**config.mk**
```make
export PLATFORM = sky130hd
export DESIGN_NAME = fc_argmax
export DESIGN_NICKNAME = d
export VERILOG_FILES = /design/src/rtl/fc_pkg.sv /design/src/rtl/fc_argmax_cmp.sv /design/src/rtl/fc_argmax.sv
export SDC_FILE = /design/constraint.sdc
export NUM_CORES = 1
export LEC_CHECK = 0
export BUFFER_PORTS_ARGS = -buffer_cell sky130_fd_sc_hd__buf_2
export CORE_MARGIN = 10
export CORE_UTILIZATION = 44
export DETAILED_ROUTE_END_ITERATION = 16
export GPL_TIMING_DRIVEN = 0
export PLACE_DENSITY_LB_ADDON = 0.2
export SETUP_SLACK_MARGIN = 0.4
export SLEW_MARGIN = 20
export SYNTH_ARGS = -nofsm -noshare
export SYNTH_HDL_FRONTEND = slang
export SYNTH_SLANG_ARGS = --single-unit
```
**constraint.sdc**
```tcl
create_clock -name clk -period 2 [get_ports clk]
set_input_delay 0.1 -clock clk [delete_from_list [all_inputs] [get_ports clk]]
set_output_delay 0.1 -clock clk [all_outputs]
set_load 0.1 [all_outputs]
```
**src/rtl/fc_pkg.sv**
```systemverilog
// ============================================================================
// fc_pkg : shared types/constants for the fc_layer / fc_argmax datapath.
// Revision: 1.0
// ============================================================================
`timescale 1ns/1ps
`default_nettype none

package fc_pkg;

  localparam int DATA_W = 8;

  typedef enum logic [0:0] {
    ACC  = 1'b0,
    HOLD = 1'b1
  } fc_argmax_state_t;

  typedef logic signed [DATA_W-1:0] fc_data_t;

endpackage

`default_nettype wire

```
**src/rtl/fc_argmax_cmp.sv**
```systemverilog
// ============================================================================
// fc_argmax_cmp : combinational running max/index (and runner-up with
// FC_ARGMAX_MARGIN_EN) update for one incoming element.
// Revision: 1.0
// ============================================================================
`timescale 1ns/1ps
`default_nettype none

module fc_argmax_cmp #(
  parameter int DATA_W = 8,
  parameter int IDX_W  = 4
) (
  input  logic                     first,
  input  logic signed [DATA_W-1:0] cur_max,
  input  logic [IDX_W-1:0]         cur_idx,
`ifdef FC_ARGMAX_MARGIN_EN
  input  logic signed [DATA_W-1:0] cur_run,
  output logic signed [DATA_W-1:0] new_run,
`endif
  input  logic signed [DATA_W-1:0] in_val,
  input  logic [IDX_W-1:0]         in_idx,
  output logic signed [DATA_W-1:0] new_max,
  output logic [IDX_W-1:0]         new_idx
);

  always_comb begin
    new_max = cur_max;
    new_idx = cur_idx;
    if (first) begin
      new_max = in_val;
      new_idx = in_idx;
    end else if (in_val > cur_max) begin
      new_max = in_val;
      new_idx = in_idx;
    end
  end

`ifdef FC_ARGMAX_MARGIN_EN
  // Runner-up starts at the most negative value so element 1 always lands correctly.
  always_comb begin
    new_run = cur_run;
    if (first) begin
      new_run = {1'b1, {(DATA_W-1){1'b0}}};
    end else if (in_val > cur_max) begin
      new_run = cur_max;
    end else if ((in_val > cur_run) || (in_val == cur_max)) begin
      new_run = in_val;
    end
  end
`endif

endmodule

`default_nettype wire

```
**src/rtl/fc_argmax.sv**
```systemverilog
// ============================================================================
// fc_argmax : reduces each NUM_NEURONS-value stream group to argmax + max,
// presented over valid/ready. Optional macro: FC_ARGMAX_MARGIN_EN (res_margin).
// Revision: 1.0
// ============================================================================
`timescale 1ns/1ps
`default_nettype none

module fc_argmax #(
  parameter int NUM_NEURONS = 10,
  parameter int DATA_W      = fc_pkg::DATA_W
) (
  input  logic                                  clk,
  input  logic                                  rst,
  input  logic signed [DATA_W-1:0]              in_data,
  input  logic                                  in_valid,
  input  logic                                  res_ready,
  output logic                                  res_valid,
  output logic [$clog2(NUM_NEURONS)-1:0]        res_idx,
  output logic signed [DATA_W-1:0]              res_max,
`ifdef FC_ARGMAX_MARGIN_EN
  output logic [DATA_W:0]                       res_margin,
`endif
  output logic                                  busy,
  output logic                                  err_drop
);

  import fc_pkg::*;

  localparam int               IDX_W = $clog2(NUM_NEURONS);
  localparam logic [IDX_W-1:0] LAST  = IDX_W'(NUM_NEURONS - 1);

  fc_argmax_state_t          state_q, state_d;
  logic [IDX_W-1:0]          cnt_q, cnt_d;
  logic signed [DATA_W-1:0]  max_q, max_d;
  logic [IDX_W-1:0]          idx_q, idx_d;
  logic [IDX_W-1:0]          res_idx_q, res_idx_d;
  logic signed [DATA_W-1:0]  res_max_q, res_max_d;
  logic                      err_drop_q, err_drop_d;

  logic                      handshake;
  logic                      accept;
  logic signed [DATA_W-1:0]  upd_max;
  logic [IDX_W-1:0]          upd_idx;

  assign handshake = (state_q == HOLD) && res_ready;
  // A beat coinciding with the handshake is element 0 of the next vector.
  assign accept    = in_valid && ((state_q == ACC) || handshake);

`ifdef FC_ARGMAX_MARGIN_EN
  logic signed [DATA_W-1:0]  run_q, run_d;
  logic signed [DATA_W-1:0]  upd_run;
  logic [DATA_W:0]           res_margin_q, res_margin_d;
  logic [DATA_W:0]           upd_margin;

  assign upd_margin = {upd_max[DATA_W-1], upd_max} - {upd_run[DATA_W-1], upd_run};
`endif

  fc_argmax_cmp #(
    .DATA_W (DATA_W),
    .IDX_W  (IDX_W)
  ) u_cmp (
    .first   (cnt_q == '0),
    .cur_max (max_q),
    .cur_idx (idx_q),
`ifdef FC_ARGMAX_MARGIN_EN
    .cur_run (run_q),
    .new_run (upd_run),
`endif
    .in_val  (in_data),
    .in_idx  (cnt_q),
    .new_max (upd_max),
    .new_idx (upd_idx)
  );

  always_comb begin
    state_d    = state_q;
    cnt_d      = cnt_q;
    max_d      = max_q;
    idx_d      = idx_q;
    res_idx_d  = res_idx_q;
    res_max_d  = res_max_q;
    err_drop_d = err_drop_q;
`ifdef FC_ARGMAX_MARGIN_EN
    run_d        = run_q;
    res_margin_d = res_margin_q;
`endif
    if (handshake) begin
      state_d = ACC;
    end
    if (in_valid && (state_q == HOLD) && !res_ready) begin
      err_drop_d = 1'b1;
    end
    if (accept) begin
      max_d = upd_max;
      idx_d = upd_idx;
`ifdef FC_ARGMAX_MARGIN_EN
      run_d = upd_run;
`endif
      if (cnt_q == LAST) begin
        cnt_d     = '0;
        state_d   = HOLD;
        res_idx_d = upd_idx;
        res_max_d = upd_max;
`ifdef FC_ARGMAX_MARGIN_EN
        res_margin_d = upd_margin;
`endif
      end else begin
        cnt_d = cnt_q + 1'b1;
      end
    end
  end

  always_ff @(posedge clk) begin
    if (rst) begin
      state_q    <= ACC;
      cnt_q      <= '0;
      max_q      <= '0;
      idx_q      <= '0;
      res_idx_q  <= '0;
      res_max_q  <= '0;
      err_drop_q <= 1'b0;
`ifdef FC_ARGMAX_MARGIN_EN
      run_q        <= '0;
      res_margin_q <= '0;
`endif
    end else begin
      state_q    <= state_d;
      cnt_q      <= cnt_d;
      max_q      <= max_d;
      idx_q      <= idx_d;
      res_idx_q  <= res_idx_d;
      res_max_q  <= res_max_d;
      err_drop_q <= err_drop_d;
`ifdef FC_ARGMAX_MARGIN_EN
      run_q        <= run_d;
      res_margin_q <= res_margin_d;
`endif
    end
  end

  assign res_valid = (state_q == HOLD);
  assign res_idx   = res_idx_q;
  assign res_max   = res_max_q;
  assign busy      = (cnt_q != '0);
  assign err_drop  = err_drop_q;
`ifdef FC_ARGMAX_MARGIN_EN
  assign res_margin = res_margin_q;
`endif

endmodule

`default_nettype wire

```
==> results by group, run 1 <==
Run status
  – Outcome: complete, no violations

Clock network
  – Clock buffer count from CTS: 5
  – H-tree levels: 2
  – Clock transition at the register clock pins on the worst setup and hold paths after CTS: 0.10 ns
  – Clock network latency to the later pin of the worst-skew pair: 0.33 ns
  – Clock tree sinks: 30
  – CTS tree: built
  – CTS root buf: sky130_fd_sc_hd__clkbuf_4
  – Maximum buffer depth of the clock tree: 2

Place
  – Post-detailed-placement half-perimeter wirelength: 2.66 mm
  – Post-placement setup slack: -0.0662 ns
  – Number of port buffers: 26
  – Global placer's final weighted congestion: 0.850

Yosys
  – EDFF count, synth: 0
  – Fraction of synthesis flops using an asynchronous set or reset pin: 0%
  – Cell count after synthesis: 175
  – Distinct cell type count of the synthesized netlist: 34
  – Post-synth design cell area: 1530 um^2
  – Post-synthesis register bit count: 30
  – Proportion of synthesized chip area in sequential cells: 39.4%
  – Count of yosys warnings during synthesis: 0
  – Mean Syn Cell Area: 8.72 um^2
  – Synthesized net count: 195
  – Main synth FF type: sky130_fd_sc_hd__dfxtp_1

Finish
  – Syn-to-layout area delta: 34.0%
  – Layout Nets: 238
  – Total area of multi-input combinational cells: 966 um^2
  – Number of filler instances in the final layout: 310
  – Footprint of the flip-flops and latches: 612 um^2
  – Number of diodes added for antenna fixing: 0
  – Commonest cells after routing, fill and taps aside: sky130_fd_sc_hd__nand2b_1 (25), sky130_fd_sc_hd__buf_2 (25), sky130_fd_sc_hd__nand2_1 (23), sky130_fd_sc_hd__dfxtp_1 (23), sky130_fd_sc_hd__o211ai_1 (16)
  – Share of cells above drive strength 1: 33.8%

Timing
  – Max-slew headroom at the worst pin: 64.9%
  – Ratio of final minimum period to clock period: 97.5%
  – Hold violation total from the final report: 0
  – Shortest clock period the worst path allows after layout: 1.95 ns
  – Fin Hold WS: 0.0417 ns
  – Largest clock skew in the final design: 0.0135 ns
  – Maximum clock rate: 513 MHz
  – Number of pins exceeding their max-slew limit in the final report: 0
  – RSZ-0062 raised after global routing: yes
  – Setup Viol. Count Final: 0
  – Pin slew with the least headroom to its limit: 0.526 ns
  – Worst setup slack after layout: 0.0499 ns

Worst setup path
  – Cells along the critical path: inv_2, ha_4, nand4_1, or2_1, a31oi_4, o31a_4, buf_8, mux2i_1
  – Crit path largest cell delay: 0.36 ns
  – Cell type of the slowest stage on the worst timing path: sky130_fd_sc_hd__dfxtp_2
  – Category of the worst setup path capture point: flip-flop
  – Critical-path maximum fanout: 5
  – Required time of the worst setup path: 2.24 ns
  – Category of the critical setup timing path: reg -> reg
  – Worst Path Buf+Inv: 2
  – Cell class contributing the biggest share of worst-path delay: simple AND/OR/NAND/NOR gates
  – Kind of start point of the critical path: flip-flop
  – Arrival @ worst endpoint: 2.19 ns

Routing
  – Routed met2 length: 2.01 mm
  – Final routed DRC violation total: 0
  – Routed wire length on met3: 164 um
  – Drt initial violations: 74
  – Vias per std cell: 5.32
  – First-pass detailed-route iteration total: 4
  – Routed met1 length: 1.76 mm
  – DR vias: 1409
  – ANT nets after route: 0
  – Routed length per placed instance: 15.0 um
  – Highest metal layer used by the detailed router: met4
  – Total routed wirelength: 3.97 mm

Global route
  – Maximum number of pins on one net before global-route repair: 11
  – Number of antenna violations at the first check in global routing: 0
  – Global-route usage over all layers: 13.1%
  – Global-route wire length before repair: 6.51 mm
  – Final global-route overflow total: 0
  – Via count of the first global-routing pass: 1394

Die
  – Starting density of the core: 45.7%
  – Std cell rows: 21
  – Chip width: 78.9 um
  – Die Y-Extent: 78.9 um
  – Core Region: 3340 um^2
  – Number of top-level pins: 27
  – Overall die area: 6220 um^2

Run
  – Max-cap violations: 0

Pwr
  – P per Cell Area: 693 nW/um^2
  – IR Drop Worst-Case VDD: 402 uV
  – Design Power: 1.42 mW
  – Static leakage: 0.832 nW

Worst hold path
  – Type of the most critical hold path: in -> reg
## through the flow
stage / instances / util [%] / setup TNS (ns) / instance area (um^2)
2_1_floorplan: 175 / - / 0 / 1540
3_3_place_gp: 247 / 51.7 / 0 / 1720
3_5_place_dp: 247 / 51.7 / -0.352 / 1720
4_1_cts: 262 / 59.3 / 0 / 1980
5_1_grt: 265 / 61.3 / 0 / 2040
6_report: 265 / 61.3 / 0 / 2040
## synthesized netlist by cell type (2+ instances only)
cell type,n,share of area [%]
sky130_fd_sc_hd__o211ai_1,16,7.9
sky130_fd_sc_hd__ha_1,8,6.6
sky130_fd_sc_hd__a31oi_1,2,0.82
sky130_fd_sc_hd__buf_2,2,0.66
sky130_fd_sc_hd__nand3_1,2,0.66
sky130_fd_sc_hd__a32o_1,2,1.3
sky130_fd_sc_hd__inv_1,11,2.7
sky130_fd_sc_hd__o31ai_1,2,0.98
sky130_fd_sc_hd__nand4_1,2,0.82
sky130_fd_sc_hd__nand2b_1,25,10
sky130_fd_sc_hd__mux2i_1,8,5.3
sky130_fd_sc_hd__a21oi_1,5,1.6
sky130_fd_sc_hd__clkbuf_1,7,1.7
sky130_fd_sc_hd__dfxtp_1,30,39
sky130_fd_sc_hd__o32ai_1,4,2.3
sky130_fd_sc_hd__nor2_1,6,1.5
sky130_fd_sc_hd__nand2_1,23,5.7
sky130_fd_sc_hd__o21ai_0,3,0.98
sky130_fd_sc_hd__nor2b_1,2,0.82
## registers in the layout, indices dropped and copies added, names as in the netlist
name and cells:
res_idx 4, res_valid 1, res_max 8, idx_q 4
max_q 8, err_drop 1, cnt_q 4
## metal layers
layer	track usage [%]	vias up
li1	-	701
met1	14.9	678
met2	21.7	27
met3	4.84	3
met4	5.38	0
met5	0	-
## power breakdown
| part | internal [mW] | total (mW) | switching (mW) |
|---|---|---|---|
| clock network | 0.240 | 0.450 | 0.210 |
| logic | 0.148 | 0.332 | 0.184 |
| registers | 0.617 | 0.636 | 0.0191 |
## worst register-to-register path, delay by kind of cell, from the launching register on
kind                       cells  cell delay, ns
AOI/OAI and AO/OA              2            0.43
adders and majority gates      1            0.25
buffers and inverters          2            0.19
DFF                            1            0.36
muxes                          1            0.22
and+or+nand+nor                2            0.43
## final timing paths
kind | start | slack [ns] | end | cells after the start
worst min-delay path | in_data[1] | 0.04 | max_q[1] | 3
worst max register to register | max_q[4] | 0.05 | max_q[6] | 8
worst max-delay path | max_q[4] | 0.05 | max_q[6] | 8
worst min register to register | res_idx[3] | 0.43 | res_idx[3] | 2
## cell families (layout without fill, tap and decap cells)
logic type,Yosys count,count (layout),synth area share (%)
AOI/OAI and AO/OA,38,38,18.5
muxes,8,8,5.25
DFF,30,30,39.4
adders and majority gates,8,8,6.56
and+or+nand+nor,68,68,23.4
buffers and inverters,21,65,5.82
xor gates and xnor gates,2,2,1.15
## what timing repair did
| action | CTS | global route |
|---|---|---|
| resized for setup | 20 | 12 |
| cloned | 1 | 0 |
| endpoints found under the setup margin | 24 | 25 |
| buffers inserted | 6 | 3 |
| pin swaps | 9 | 7 |
| hold buffers | 0 | 0 |
## area by class of cell
class | count | share of cell area (%)
clock buffer | 8 | 3.86
buffer | 10 | 3.00
sequential | 30 | 29.9
tap | 46 | 2.82
inverter | 11 | 2.02
timing repair buffer | 36 | 11.1
multi-input combinational | 124 | 47.2
(Power assumes the default switching activity.)
==> run 2: changes to the inputs <==
--- a/config.mk
+++ b/config.mk
@@ -6,8 +6,9 @@
 export NUM_CORES = 1
 export LEC_CHECK = 0
 export BUFFER_PORTS_ARGS = -buffer_cell sky130_fd_sc_hd__buf_2
+export CAP_MARGIN = 20
 export CORE_MARGIN = 10
-export CORE_UTILIZATION = 44
+export CORE_UTILIZATION = 50
 export DETAILED_ROUTE_END_ITERATION = 16
 export GPL_TIMING_DRIVEN = 0
 export PLACE_DENSITY_LB_ADDON = 0.2
==> run 2 against run 1 <==
Net effect: non-clock buffer count shrank 5; combinational power shrank 7.8%; global-route usage grew 1.2 points; clock skew shrank 0.0075 ns; sequential share of layout area grew 1.3 points; core utilization grew 7.6 points; die area shrank 9.0%; cell area shrank 4.7%; register-to-register slack is essentially flat; total power shrank 9.9%.
==> results by group, run 2 (same netlist as run 1, synthesis figures left out) <==
Finish
  – Post-layout instance area: 1950 um^2
  – Number of filler instances in the final layout: 234
  – Final instance count without filler cells: 245
  – Commonest cells after routing, fill and taps aside: sky130_fd_sc_hd__buf_2 (26), sky130_fd_sc_hd__nand2b_1 (25), sky130_fd_sc_hd__dfxtp_1 (25), sky130_fd_sc_hd__nand2_1 (23), sky130_fd_sc_hd__o211ai_1 (16)
  – Layout Nets: 233
  – Number of diodes added for antenna fixing: 0
  – Most common cell after layout, fill and taps aside: sky130_fd_sc_hd__buf_2
  – Share of cells above drive strength 1: 29.4%
  – Syn-to-layout area delta: 27.8%

Routing
  – DR vias: 1387
  – Routed wire length on met3: 270 um
  – Vias per std cell: 5.66
  – Total routed wirelength: 3.85 mm
  – First-pass detailed-route iteration total: 4
  – Drt initial violations: 96
  – Final routed DRC violation total: 0
  – Highest metal layer used by the detailed router: met4
  – Routed met1 length: 1.66 mm
  – Routed length per placed instance: 15.7 um
  – Routed met2 length: 1.85 mm
  – ANT nets after route: 0

Timing
  – Maximum clock rate: 515 MHz
  – Max-slew headroom at the worst pin: 64.4%
  – Largest clock skew in the final design: 0.00606 ns
  – Shortest clock period the worst path allows after layout: 1.94 ns
  – Setup Viol. Count Final: 0
  – Number of pins exceeding their max-slew limit in the final report: 0
  – Total negative slack for setup checks: 0 ns
  – RSZ-0062 raised after global routing: yes
  – Worst setup slack after layout: 0.0583 ns
  – Ratio of final minimum period to clock period: 97.1%
  – Pin slew with the least headroom to its limit: 0.535 ns
  – Fin Hold WS: 0.0552 ns
  – Hold violation total from the final report: 0

Worst setup path
  – Worst setup slack for register-to-register paths: 0.06 ns
  – Kind of start point of the critical path: flip-flop
  – Category of the critical setup timing path: reg -> reg
  – Cell type of the slowest stage on the worst timing path: sky130_fd_sc_hd__dfxtp_1
  – Arrival @ worst endpoint: 2.20 ns
  – Required time of the worst setup path: 2.26 ns
  – Endpoint of the most critical register-to-register path: max_q[3]
  – Worst Reg-to-Reg Cells: 8
  – Startpoint of the lowest-slack register-to-register path: max_q[1]
  – Category of the worst setup path capture point: flip-flop
  – Critical-path maximum fanout: 5
  – Cells along the critical path: inv_1, ha_1, nand2b_1, a211o_1, a31oi_4, o31a_4, buf_8, mux2i_1
  – Crit path largest cell delay: 0.36 ns

Die
  – Die Y-Extent: 75.2 um
  – Number of top-level pins: 27
  – Starting density of the core: 53.9%
  – Chip width: 75.2 um
  – Std cell rows: 19
  – Core Region: 2830 um^2
  – Overall die area: 5660 um^2

Global route
  – Maximum number of pins on one net before global-route repair: 11
  – Number of antenna violations at the first check in global routing: 0
  – Global-route usage over all layers: 14.3%
  – Global-route wire length before repair: 6.18 mm
  – Via count of the first global-routing pass: 1381
  – Final global-route overflow total: 0

Clock network
  – Clock transition at the register clock pins on the worst setup and hold paths after CTS: 0.08 ns
  – CTS root buf: sky130_fd_sc_hd__clkbuf_4
  – Maximum buffer depth of the clock tree: 2
  – Clock network latency to the later pin of the worst-skew pair: 0.33 ns
  – CTS tree: built
  – H-tree levels: 2
  – Clock tree sinks: 30
  – CTS hold repair buffers: 0
  – Clock buffer count from CTS: 5

Run status
  – Outcome: complete, no violations

Place
  – Standard cell area after detailed placement: 1710 um^2
  – Number of port buffers: 26
  – Post-detailed-placement half-perimeter wirelength: 2.61 mm
  – Post-placement setup slack: -0.0750 ns
  – Number of instances in the placed design: 232
  – Global placer's final weighted congestion: 0.856

Worst hold path
  – Hold Path Sink: max_q[1]
  – Hold Crit Start: in_data[1]
  – Type of the most critical hold path: in -> reg
  – Cell depth of the worst hold path: 3

Pwr
  – Static leakage: 0.781 nW
  – IR Drop Worst-Case VDD: 427 uV
  – P per Cell Area: 655 nW/um^2

Run
  – Max-cap violations: 0
## run 2: what timing repair did
item / 4_1_cts / 5_1_grt
buffers inserted: 3 / 1
gates resized for setup: 19 / 8
gates cloned: 1 / 0
pin swaps: 9 / 5
endpoints found under the hold margin: 0 / 0
setup endpoints to repair: 24 / 25
## run 2: how the worst max path moves through the flow
stage          cells after the start  endpoint     start
6_report                           8  max_q[3]  max_q[1]
5_1_grt                            8  max_q[0]  max_q[6]
4_1_cts                            8  max_q[3]  max_q[6]
3_5_place_dp                       8  max_q[3]  max_q[6]
3_3_place_gp                       8  max_q[1]  max_q[7]
2_1_floorplan                      8  max_q[5]  max_q[5]
## run 2: critical path: cells and delay by family, from the launching register on
| kind | cells | cell delay (ns) |
|---|---|---|
| compound gates | 3 | 0.78 |
| fa+ha+maj | 1 | 0.29 |
| buf+inv | 2 | 0.18 |
| flops | 1 | 0.36 |
| mux | 1 | 0.19 |
| simple gates | 1 | 0.06 |
## run 2: cell type report
class	count	area [um^2]	share of cell area, %
multi-input cells	124	963	49.4
flip-flops and latches	30	609	31.3
repair buffers	31	188	9.63
plain buffers	10	60.1	3.08
clock buffers	8	48.8	2.50
inverters	11	41.3	2.12
well taps	31	38.8	1.99
## run 2: routing by layer
metal	GRT usage, %	vias up
met5	0	-
met4	6.60	0
met3	5.52	9
met2	23.3	36
met1	16.1	653
li1	-	689
## run 2: where the power goes
group	leakage [nW]	internal, mW	switching (mW)
sequential	0.246	0.616	0.0185
clock	0.0265	0.140	0.197
combinational	0.508	0.128	0.178
total	0.781	0.884	0.393
## run 2: through the flow
step | power [mW] | util (%)
6_report | 1.28 | 68.9
3_3_place_gp | 0.874 | 60.3
4_1_cts | 1.26 | 67.1
5_1_grt | 1.34 | 68.9
2_1_floorplan | 0.813 | -
3_5_place_dp | 0.878 | 60.3
==> run 3: changes to the inputs <==
--- a/config.mk
+++ b/config.mk
@@ -7,8 +7,10 @@
 export LEC_CHECK = 0
 export BUFFER_PORTS_ARGS = -buffer_cell sky130_fd_sc_hd__buf_2
 export CAP_MARGIN = 20
+export CELL_PAD_IN_SITES_DETAIL_PLACEMENT = 1
+export CELL_PAD_IN_SITES_GLOBAL_PLACEMENT = 1
 export CORE_MARGIN = 10
-export CORE_UTILIZATION = 50
+export CORE_UTILIZATION = 41
 export DETAILED_ROUTE_END_ITERATION = 16
 export GPL_TIMING_DRIVEN = 0
 export PLACE_DENSITY_LB_ADDON = 0.2
==> run 3 against run 2 <==
Net effect: worst setup slack got worse by 0.081 ns; maximum frequency fell by 4.0%; global-route usage rose by 1.2 points; flip-flop and latch count did not move; count of clock-buffer cells in the layout did not move; first-iteration DRC count fell by 28%; total power rose by 15%; register-to-register slack got worse by 0.08 ns; the flow now finishes with violations (negative setup slack); cell area rose by 6.8%; die area rose by 16%.
==> results by group, run 3 (same netlist as run 1, synthesis figures left out) <==
Worst setup path
  – Category of the critical setup timing path: reg -> reg
  – Arrival @ worst endpoint: 2.23 ns
  – Cell type of the slowest stage on the worst timing path: sky130_fd_sc_hd__a211o_1
  – Worst setup slack for register-to-register paths: -0.02 ns
  – Crit path largest cell delay: 0.36 ns
  – Category of the worst setup path capture point: flip-flop
  – Worst Path Buf+Inv: 3
  – Startpoint of the lowest-slack register-to-register path: max_q[7]
  – Worst Reg-to-Reg Cells: 9
  – Endpoint of the most critical register-to-register path: max_q[5]
  – Kind of start point of the critical path: flip-flop
  – Cells along the critical path: inv_2, ha_4, nand4_1, a211o_1, a31oi_4, o31a_4, buf_6, buf_8, mux2i_1
  – Cell class contributing the biggest share of worst-path delay: compound AO/OA/AOI/OAI gates
  – Critical-path maximum fanout: 5
  – Required time of the worst setup path: 2.21 ns

Finish
  – Number of filler instances in the final layout: 445
  – Commonest cells after routing, fill and taps aside: sky130_fd_sc_hd__buf_2 (26), sky130_fd_sc_hd__nand2b_1 (25), sky130_fd_sc_hd__dfxtp_1 (25), sky130_fd_sc_hd__nand2_1 (23), sky130_fd_sc_hd__o211ai_1 (16)
  – Layout Nets: 242
  – Final instance count without filler cells: 271
  – Most common cell after layout, fill and taps aside: sky130_fd_sc_hd__buf_2
  – Number of diodes added for antenna fixing: 0
  – Syn-to-layout area delta: 36.5%
  – Post-layout instance area: 2080 um^2
  – Share of cells above drive strength 1: 32.3%
  – Final core area utilization: 57.3%

Timing
  – Setup Viol. Count Final: 7
  – Maximum clock rate: 494 MHz
  – Ratio of final minimum period to clock period: 101%
  – Number of pins exceeding their max-slew limit in the final report: 0
  – Worst setup slack after layout: -0.0224 ns
  – Hold violation total from the final report: 0
  – Pin slew with the least headroom to its limit: 0.591 ns
  – Max-slew headroom at the worst pin: 60.6%
  – Largest clock skew in the final design: 0.00757 ns
  – RSZ-0062 raised after global routing: yes
  – Shortest clock period the worst path allows after layout: 2.02 ns
  – Total negative slack for setup checks: -0.0712 ns

Clock network
  – Maximum buffer depth of the clock tree: 2
  – Clock tree sinks: 30
  – CTS hold repair buffers: 0
  – Clock transition at the register clock pins on the worst setup and hold paths after CTS: 0.06 ns
  – Clock buffer count from CTS: 5
  – Clock network latency to the later pin of the worst-skew pair: 0.29 ns
  – CTS tree: built
  – H-tree levels: 2
  – CTS root buf: sky130_fd_sc_hd__clkbuf_8

Routing
  – Vias per std cell: 5.41
  – ANT nets after route: 0
  – First-pass detailed-route iteration total: 4
  – DR vias: 1467
  – Total routed wirelength: 4.85 mm
  – Final routed DRC violation total: 0
  – Routed length per placed instance: 17.9 um
  – Drt initial violations: 69

Global route
  – Maximum number of pins on one net before global-route repair: 11
  – Final global-route overflow total: 0
  – Via count of the first global-routing pass: 1631
  – Global-route wire length before repair: 7.83 mm
  – Number of antenna violations at the first check in global routing: 0
  – Global-route usage over all layers: 15.5%

Die
  – Chip width: 81.0 um
  – Std cell rows: 22
  – Die Y-Extent: 81.0 um
  – Number of top-level pins: 27
  – Starting density of the core: 42.0%
  – Core Region: 3630 um^2
  – Overall die area: 6560 um^2

Place
  – Global placer's final weighted congestion: 0.810
  – Number of instances in the placed design: 249
  – Standard cell area after detailed placement: 1730 um^2
  – Number of port buffers: 26
  – Post-detailed-placement half-perimeter wirelength: 3.09 mm

Worst hold path
  – Hold Path Sink: max_q[4]
  – Hold Crit Start: in_data[4]
  – Cell depth of the worst hold path: 3
  – Type of the most critical hold path: in -> reg

Run
  – Max-cap violations: 0

Run status
  – Outcome: finished with violations
  – Violated checks: negative setup slack

Pwr
  – Static leakage: 0.845 nW
  – IR Drop Worst-Case VDD: 409 uV
  – P per Cell Area: 706 nW/um^2
  – Design Power: 1.47 mW
-- run 3: cell types whose count changed in the layout (fill, tap and decap cells not counted), moves of 4 or more --
cell and delta:
sky130_fd_sc_hd__buf_4 +5, sky130_fd_sc_hd__clkbuf_4 -5, sky130_fd_sc_hd__clkbuf_8 +5, sky130_fd_sc_hd__buf_6 +4
-- run 3: timing repair --
item	CTS	global route
pin swaps	6	11
cloned	1	0
setup endpoints to repair	24	25
buffers inserted	10	3
gates resized for setup	25	5
-- run 3: worst max path at each step --
stage	endpoint	cells past startpoint	slack, ns	from
final	max_q[5]	9	-0.02	max_q[7]
after global routing	max_q[6]	9	-0.14	max_q[7]
after CTS	max_q[2]	9	0.003	max_q[6]
after detailed placement	max_q[2]	8	-0.09	max_q[7]
after global placement	max_q[1]	8	-0.01	max_q[7]
after floorplan	max_q[5]	8	0.18	max_q[5]
-- run 3: final cells by class --
cell class	count	area (um^2)	area share [%]
multi-input cells	124	961	46.2
flip-flops and latches	30	609	29.3
repair buffers	40	267	12.8
clock buffers	8	80.1	3.85
plain buffers	10	63.8	3.06
well taps	48	60.1	2.88
inverters	11	41.3	1.98
-- run 3: routing by layer --
metal / part of all wire (%) / GRT usage, % / up-vias
li1: - / - / 710
met1: 42 / 16.7 / 718
met2: 50 / 27.7 / 31
met3: 6.1 / 5.41 / 8
met4: 1.4 / 5.02 / 0
met5: 0 / 0 / -
-- run 3: per-stage QoR --
stage | setup slack [ns] | hold slack, ns
floorplan | 0.175 | 0.248
global placement | -0.0104 | 0.384
detailed placement | -0.0924 | 0.397
CTS | 0.00253 | 0.109
global route | -0.135 | 0.103
finish | -0.0224 | 0.107
-- run 3: worst register-to-register path: cells and delay by family, from the launching register on --
family	cells	cell delay, ns
compound gates	3	0.73
flops	1	0.34
fa+ha+maj	1	0.27
buf+inv	3	0.26
mux	1	0.18
simple gates	1	0.17
-- run 3: power by group --
| part | leakage [nW] | switching [mW] | internal (mW) |
|---|---|---|---|
| Sequential | 0.246 | 0.0187 | 0.617 |
| Combinational | 0.560 | 0.199 | 0.165 |
| Clock | 0.0395 | 0.223 | 0.247 |
